$ cat config.mk
export PLATFORM = sky130hd
export DESIGN_NAME = dro_bank
export DESIGN_NICKNAME = d
export VERILOG_FILES = /design/src/rtl/dro_bank.sv
export SDC_FILE = /design/constraint.sdc
export NUM_CORES = 1
export LEC_CHECK = 0
export CORE_MARGIN = 8
export CORE_UTILIZATION = 50
export DETAILED_ROUTE_END_ITERATION = 6
export PLACE_DENSITY_LB_ADDON = 0.08
export SETUP_SLACK_MARGIN = 0.1
export SLEW_MARGIN = 20
export SYNTH_ARGS = -nofsm -noshare
export SYNTH_HDL_FRONTEND = slang
export SYNTH_SLANG_ARGS = --single-unit
$ cat constraint.sdc
create_clock -name clk -period 1.5 [get_ports clk]
set_input_delay 0.3 -clock clk [delete_from_list [all_inputs] [get_ports clk]]
set_output_delay 0.3 -clock clk [all_outputs]
set_load 0.02 [all_outputs]
$ cat src/rtl/dro_bank.sv
// dro_bank: multi-channel readout bank that latches input pulses and replays them after each tick.
// Define DRO_BANK_VIOL_CNT_EN to build the saturating viol_cnt counter; otherwise viol_cnt is tied to 0.
module dro_bank #(
  parameter int CH      = 4,
  parameter int SETUP   = 2,
  parameter int HOLD    = 1,
  parameter int DELAY   = 3,
  parameter int PULSE_W = 2,
  parameter int CNT_W   = 8
) (
  input  logic             clk,
  input  logic             rst,
  input  logic [CH-1:0]    d,
  input  logic             tick,
  input  logic [CH-1:0]    ndro,
  input  logic [CH-1:0]    clr,
  output logic [CH-1:0]    out,
  output logic [CH-1:0]    viol,
  output logic [CNT_W-1:0] viol_cnt
);

  localparam int SC_W = (SETUP > 1) ? $clog2(SETUP) : 1;
  localparam int HC_W = (HOLD > 0) ? $clog2(HOLD + 1) : 1;
  localparam int SW_W = $clog2(PULSE_W + 1);

  logic [CH-1:0]            state_q, state_d;
  logic [CH-1:0]            pend_q, pend_d;
  logic [CH-1:0]            viol_q, viol_d;
  logic [CH-1:0][SC_W-1:0]  pcnt_q, pcnt_d;
  logic [CH-1:0][HC_W-1:0]  hcnt_q, hcnt_d;
  logic [CH-1:0][SW_W-1:0]  st_q, st_d;
  logic [CH-1:0]            rd, st_in, in_hold, acc;

  // Per-channel capture, setup/hold checking and readout; clr overrides everything else.
  always_comb begin
    state_d = state_q;
    pend_d  = pend_q;
    pcnt_d  = pcnt_q;
    hcnt_d  = hcnt_q;
    viol_d  = '0;
    rd      = '0;
    in_hold = '0;
    acc     = '0;
    for (int i = 0; i < CH; i++) begin
      in_hold[i] = (hcnt_q[i] != '0);
      if (tick)
        hcnt_d[i] = HC_W'(HOLD);
      else if (in_hold[i])
        hcnt_d[i] = hcnt_q[i] - HC_W'(1);
      acc[i] = d[i] & ~in_hold[i] & ~pend_q[i] & ~state_q[i];
      if (clr[i]) begin
        state_d[i] = 1'b0;
        pend_d[i]  = 1'b0;
        pcnt_d[i]  = '0;
      end else begin
        viol_d[i] = d[i] & in_hold[i];
        if (tick) begin
          // A pending (or same-cycle) event at tick is a setup violation and is dropped.
          if (pend_q[i] | acc[i]) begin
            viol_d[i] = 1'b1;
            pend_d[i] = 1'b0;
            pcnt_d[i] = '0;
          end else begin
            rd[i] = state_q[i];
            if (!ndro[i])
              state_d[i] = 1'b0;
          end
        end else if (pend_q[i]) begin
          if (pcnt_q[i] == '0) begin
            pend_d[i]  = 1'b0;
            state_d[i] = 1'b1;
          end else begin
            pcnt_d[i] = pcnt_q[i] - SC_W'(1);
          end
        end else if (acc[i]) begin
          if (SETUP == 0) begin
            state_d[i] = 1'b1;
          end else begin
            pend_d[i] = 1'b1;
            pcnt_d[i] = SC_W'((SETUP > 0) ? SETUP - 1 : 0);
          end
        end
      end
    end
  end

  always_ff @(posedge clk or posedge rst) begin
    if (rst) begin
      state_q <= '0;
      pend_q  <= '0;
      pcnt_q  <= '0;
      hcnt_q  <= '0;
      viol_q  <= '0;
    end else begin
      state_q <= state_d;
      pend_q  <= pend_d;
      pcnt_q  <= pcnt_d;
      hcnt_q  <= hcnt_d;
      viol_q  <= viol_d;
    end
  end

  assign viol = viol_q;

  // Readout pipeline: DELAY-1 register stages, the stretcher supplies the last one.
  generate
    if (DELAY == 1) begin : g_nopipe
      assign st_in = rd;
    end else begin : g_pipe
      logic [DELAY-2:0][CH-1:0] pipe_q, pipe_d;
      always_comb begin
        pipe_d[0] = rd;
        for (int k = 1; k < DELAY - 1; k++)
          pipe_d[k] = pipe_q[k-1];
      end
      always_ff @(posedge clk or posedge rst) begin
        if (rst)
          pipe_q <= '0;
        else
          pipe_q <= pipe_d;
      end
      assign st_in = pipe_q[DELAY-2];
    end
  endgenerate

  always_comb begin
    st_d = st_q;
    out  = '0;
    for (int i = 0; i < CH; i++) begin
      if (st_in[i])
        st_d[i] = SW_W'(PULSE_W);
      else if (st_q[i] != '0)
        st_d[i] = st_q[i] - SW_W'(1);
      out[i] = (st_q[i] != '0);
    end
  end

  always_ff @(posedge clk or posedge rst) begin
    if (rst)
      st_q <= '0;
    else
      st_q <= st_d;
  end

`ifdef DRO_BANK_VIOL_CNT_EN
  localparam int PC_W  = $clog2(CH + 1);
  localparam int SUM_W = CNT_W + PC_W;

  function automatic logic [PC_W-1:0] popcount(input logic [CH-1:0] v);
    logic [PC_W-1:0] n;
    n = '0;
    for (int i = 0; i < CH; i++)
      n = n + PC_W'(v[i]);
    return n;
  endfunction

  function automatic logic [CNT_W-1:0] sat_add(input logic [CNT_W-1:0] a,
                                               input logic [PC_W-1:0]  b);
    logic [SUM_W-1:0] s;
    s = SUM_W'(a) + SUM_W'(b);
    if (s > SUM_W'({CNT_W{1'b1}}))
      return {CNT_W{1'b1}};
    return s[CNT_W-1:0];
  endfunction

  logic [CNT_W-1:0] cnt_q, cnt_d;

  always_comb begin
    cnt_d = sat_add(cnt_q, popcount(viol_d));
  end

  always_ff @(posedge clk or posedge rst) begin
    if (rst)
      cnt_q <= '0;
    else
      cnt_q <= cnt_d;
  end

  assign viol_cnt = cnt_q;
`else
  assign viol_cnt = '0;
`endif

endmodule

* Word level (Yosys, flattened, before mapping) *
Index checks and enable logic that the tools add are counted.

operators by class
  eq/ne operators = 16
  multiplexer cells = 108
  reductions and logical operators = 24
  bitwise operators = 32
  $add $sub $neg = 12

operators by type and width
  cell                   number
  $mux W1                100
  $ne A3 B3 Y1 const B   8
  $and A1 B1 Y1          16
  $mux W2                8
  $reduce_and A4 Y1      4
  $reduce_bool A2 Y1     8
  $reduce_bool A4 Y1     4
  $ne A3 B1 Y1 const B   4
  $ne A3 B2 Y1 const B   4
  $not A1 Y1             12
  $reduce_bool A3 Y1     4
  $reduce_and A2 Y1      4
  $sub A1 B1 Y1 const B  8
  $sub A2 B1 Y2 const B  4
  $or A1 B1 Y1           4

word-level totals
  bits of input ports = 15
  register bits after elaboration = 36
  word-level logic and storage cells = 215
  output and inout port bits = 16

* Longest topological paths before layout *
  word-level depth = 8
  gate-level depth with buffers = 4
  depth with buffers taken out = 4

* Least setup slack after synthesis *
No wires, ideal clock.

  kind = flip-flop to flip-flop
  start = register hcnt_q[0] (netlist name)
  end = register pcnt_q[0] (netlist name)
  setup slack = 123 ps
  period minus slack after synthesis = 1377 ps
  data required time = 1375 ps
  path buffers = 1
  data arrival time = 1252 ps
  library setup time = 125 ps
  stages on the path, launching flop included = 4
  cells stage by stage = dfrtp_1 buf_6 or4b_4 mux2_4

between the ends
  word-level cells in the longest chain between the ends = 7
  elaborated cells between the ends (all ways) = 8
  classes of those cells = 1 x eq/ne; 5 x bitwise; 2 x reduce/logical

RTL lines
  element                                 line  text
  start: declaration                      30    logic [CH-1:0][HC_W-1:0] hcnt_q, hcnt_d;
  start signal: assignment                98    hcnt_q <= hcnt_d;
  $not A1 Y1 (*)                          50    acc[i] = d[i] & ~in_hold[i] & ~pend_q[i] & ~state_q[i];
  $and A1 B1 Y1 (*) (3 in a row)          50
  $or A1 B1 Y1                            59    if (pend_q[i] | acc[i]) begin
  $ne A3 B1 Y1 (no source line)           n/a
  $reduce_and A2 Y1 (no source line) (*)  n/a
  end signal: assignment                  97    pcnt_q <= pcnt_d;
  end: declaration                        29    logic [CH-1:0][SC_W-1:0] pcnt_q, pcnt_d;

Every way passes the cells marked *; elsewhere a longest branch is shown, timed or not.
A chain may end at the register's enable or synchronous reset.

* Worst setup path in the final report *
  start = register st_q[3] (netlist name)
  end = output port out[1]

between the ends
  word-level cells in the longest chain between the ends = 1

RTL lines
  element                   line  text
  start: declaration        31    logic [CH-1:0][SW_W-1:0] st_q, st_d;
  start signal: assignment  142   st_q <= st_d;
  $reduce_bool A2 Y1        134   out[i] = (st_q[i] != '0);
  end: declaration          17    output logic [CH-1:0] out,

Every way passes these cells.

==> results.md <==
* Outcome: completed
* Fin. Hold Viols at 0
* Total CTS buffers at 5
* Synth Warn # at 0
* CTS Hold Bufs at 0
* Share of layout cells above drive strength 1 at 27.5%
* Final setup viols at 0
* Avg WL per Cell at 12.4 microns
* Setup crit end kind: output port
* Nets at 208
* Seq cells post-synth at 33
* Avg Inst Size Synth at 11.0 sq um
* Post-Syn Instances at roughly 140
* Post-place setup slack at -0.182 ns
* Clk sinks at 33
* Slowest-stage cell, CP: dfrtp_1
* CP max stage delay at 0.38 ns
* Placer congestion estimate at 0.719
* Final Util at between 60 and 70%
* H-tree Lvls at 2
* HP Class: in -> async
* CTS max path bufs at 2
* Grt ovf at 0
* TritonRoute pass-1 iters at 4
* Port bufs at 22
* Worst clock skew at 0.00425 ns
* Crit path kind: reg -> out
* Buffers plus inverters on the worst setup path at 3
* Crit path DAT at roughly 1.1 ns
* Mapped Area at 1550 sq um
* Final period utilization at a little over nine tenths
* R2R Setup Slk at 0.09 ns
* Max cap viols at 0
* Ports at 31
* Post-DP HPWL at 1.95 mm
* Netlist cell types at 30
* Starting Density at 51.5%
* Detailed Route Iter0 Violations at 32
* Core area at between 3000 and 4000 sq um
* Largest delay share family, worst path: flip-flops
* Setup crit start kind: flip-flop
* Hold_ws at 0.317 ns
* Sequential cell area fraction in the yosys report at 53.4%
* Initial antenna violation count at 0
* Non-Filler Instances at 222
* Clock period minus worst slack at about 1.4 ns
* Maximum VDD drop at 0.658 mV
* Avg Vias per Cell at 5.09
* F_max at 708 MHz
* Die Ht at 71.6 microns
* Most common cell after layout, fill and taps aside: dfrtp_1
* Clk_lat worst skew at 0.33 ns
* WL final at 2.75 mm
* Largest net degree at the start of global routing at 34
* Finished Cell Area at 2040 sq um
* Via count of the first global-routing pass at about 1100
* PD cells at about 1400 nW/um^2
* Inserted Diodes at 0
* Pleak at between 0.9 and 1 nW
* Critical Path, Cell by Cell: inv_1, ha_2, inv_2, buf_6
* Die ar. at 5130 sq um
* Commonest non-fill, non-tap cells in the layout: dfrtp_1, buf_4, clkdlybuf4s50_1, nor2_1, inv_1
* DRC Markers at 0
* Total track usage at 11.5%
* Clock Root Buffer: clkbuf_4
* Placed cell count at 207
* Area growth syn-to-layout at 31.6%
* CTS tree: built
* Worst-path clk slew at 0.09 ns
* Critical Path Fanout Max at 2
* Detail Route Antenna Nets at 0
* Slew Limit Fails at 0
* DR vias at about 1100
* First-pass GRT wire length at between 4 and 5 mm
* Worst Path Required at 1.20 ns
* Num rows at 20
* Final Worst Setup Slack at between 0.08 and 0.09 ns
* Unrepaired setup endpoints after global routing: true
* Placed Area at 1880 sq um
* Die width at 71.6 microns
==> report_power, final <==
| part | switching, mW | internal (mW) |
|---|---|---|
| combinational | 0.537 | 0.709 |
| sequential | 0.0641 | 1.03 |
| clock | 0.274 | 0.221 |
| total | 0.875 | 1.96 |
==> repair_timing <==
action,CTS,global route
pin swaps,1,3
endpoints found under the setup margin,12,7
setup buffers,5,3
resized for setup,35,5
==> final cells by class <==
cell class              instances  area, sq um
fillers                       241          966
flip-flops and latches         33          827
multi-input cells              88          636
repair buffers                 45          418
inverters                      16         60.1
clock buffers                   7         55.1
well taps                      33         41.3
==> cells in the mapped netlist, drive strengths merged <==
cell type | count | area, sq um
and2 | 3 | 18.8
nor2 | 12 | 45.0
nand2 | 4 | 15.0
o21a | 3 | 22.5
a211o | 3 | 26.3
o21ba | 1 | 10.0
nor4 | 1 | 6.26
nand3b | 4 | 30.0
mux2 | 4 | 48.8
nand2b | 5 | 31.3
inv | 16 | 60.1
a2111oi | 3 | 26.3
dfrtp | 33 | 826
conb | 1 | 3.75
xor2 | 4 | 35.0
a21oi | 4 | 20.0
nor2b | 3 | 18.8
buf | 11 | 81.3
and4bb | 1 | 12.5
or4b | 1 | 13.8
a22oi | 4 | 30.0
a21o | 1 | 7.51
ha | 4 | 50.1
nor4b | 3 | 26.3
nor3b | 8 | 60.1
nor3 | 3 | 15.0
a21boi | 1 | 7.51
==> through the flow <==
stage	setup TNS [ns]	power (mW)
floorplan	0	1.74
global placement	-0.575	2.11
detailed placement	-0.985	2.17
CTS	0	2.81
global route	0	3.07
finish	0	2.84
==> worst min-delay path, cell delays in order <==
cell	delay, ns
clkdlybuf4s50_1	0.40
inv_1	0.10
buf_12	0.21
==> path summary, 6_finish.rpt <==
| kind | startpoint | to | cells after the start |
|---|---|---|---|
| setup / recovery | st_q[3] | out[1] | 4 |
| hold / removal | rst | st_q[0] | 3 |
| setup reg to reg | hcnt_q[0] | pcnt_q[0] | 2 |
| hold reg to reg | g_pipe.pipe_d[7] | st_in[3] | 0 |
| max in group asynchronous | rst | hcnt_q[0] | 3 |
| min in group clk | g_pipe.pipe_d[7] | st_in[3] | 0 |
==> cell families (layout without fill, tap and decap cells) <==
kind of cell / count (synthesis) / count (layout) / share of synthesized area, %
other: 1 / 8 / 0.242
AOI/OAI and AO/OA: 20 / 20 / 9.70
muxes: 4 / 4 / 3.15
and+or+nand+nor: 48 / 48 / 18.9
DFF: 33 / 33 / 53.4
buffers and inverters: 27 / 68 / 9.14
adders and majority gates: 4 / 4 / 3.23
xor gates and xnor gates: 4 / 4 / 2.26
==> sequential cells by signal, indices dropped and copies added (netlist names) <==
name,cells
pend_q,4
st_in,4
st_q,8
viol,4
g_pipe.pipe_d,4
hcnt_q,1
pcnt_q,4
state_q,4
==> layer usage <==
metal | share of wire (%) | track usage [%] | vias up | routed length (microns)
li1 | - | - | 553 | -
met1 | 44 | 11.8 | 539 | 1200
met2 | 47 | 18.6 | 34 | 1290
met3 | 7.3 | 5.58 | 5 | 201
met4 | 2.3 | 6.80 | 0 | 63
met5 | 0 | 0 | - | 0
(Power assumes the default switching activity.)
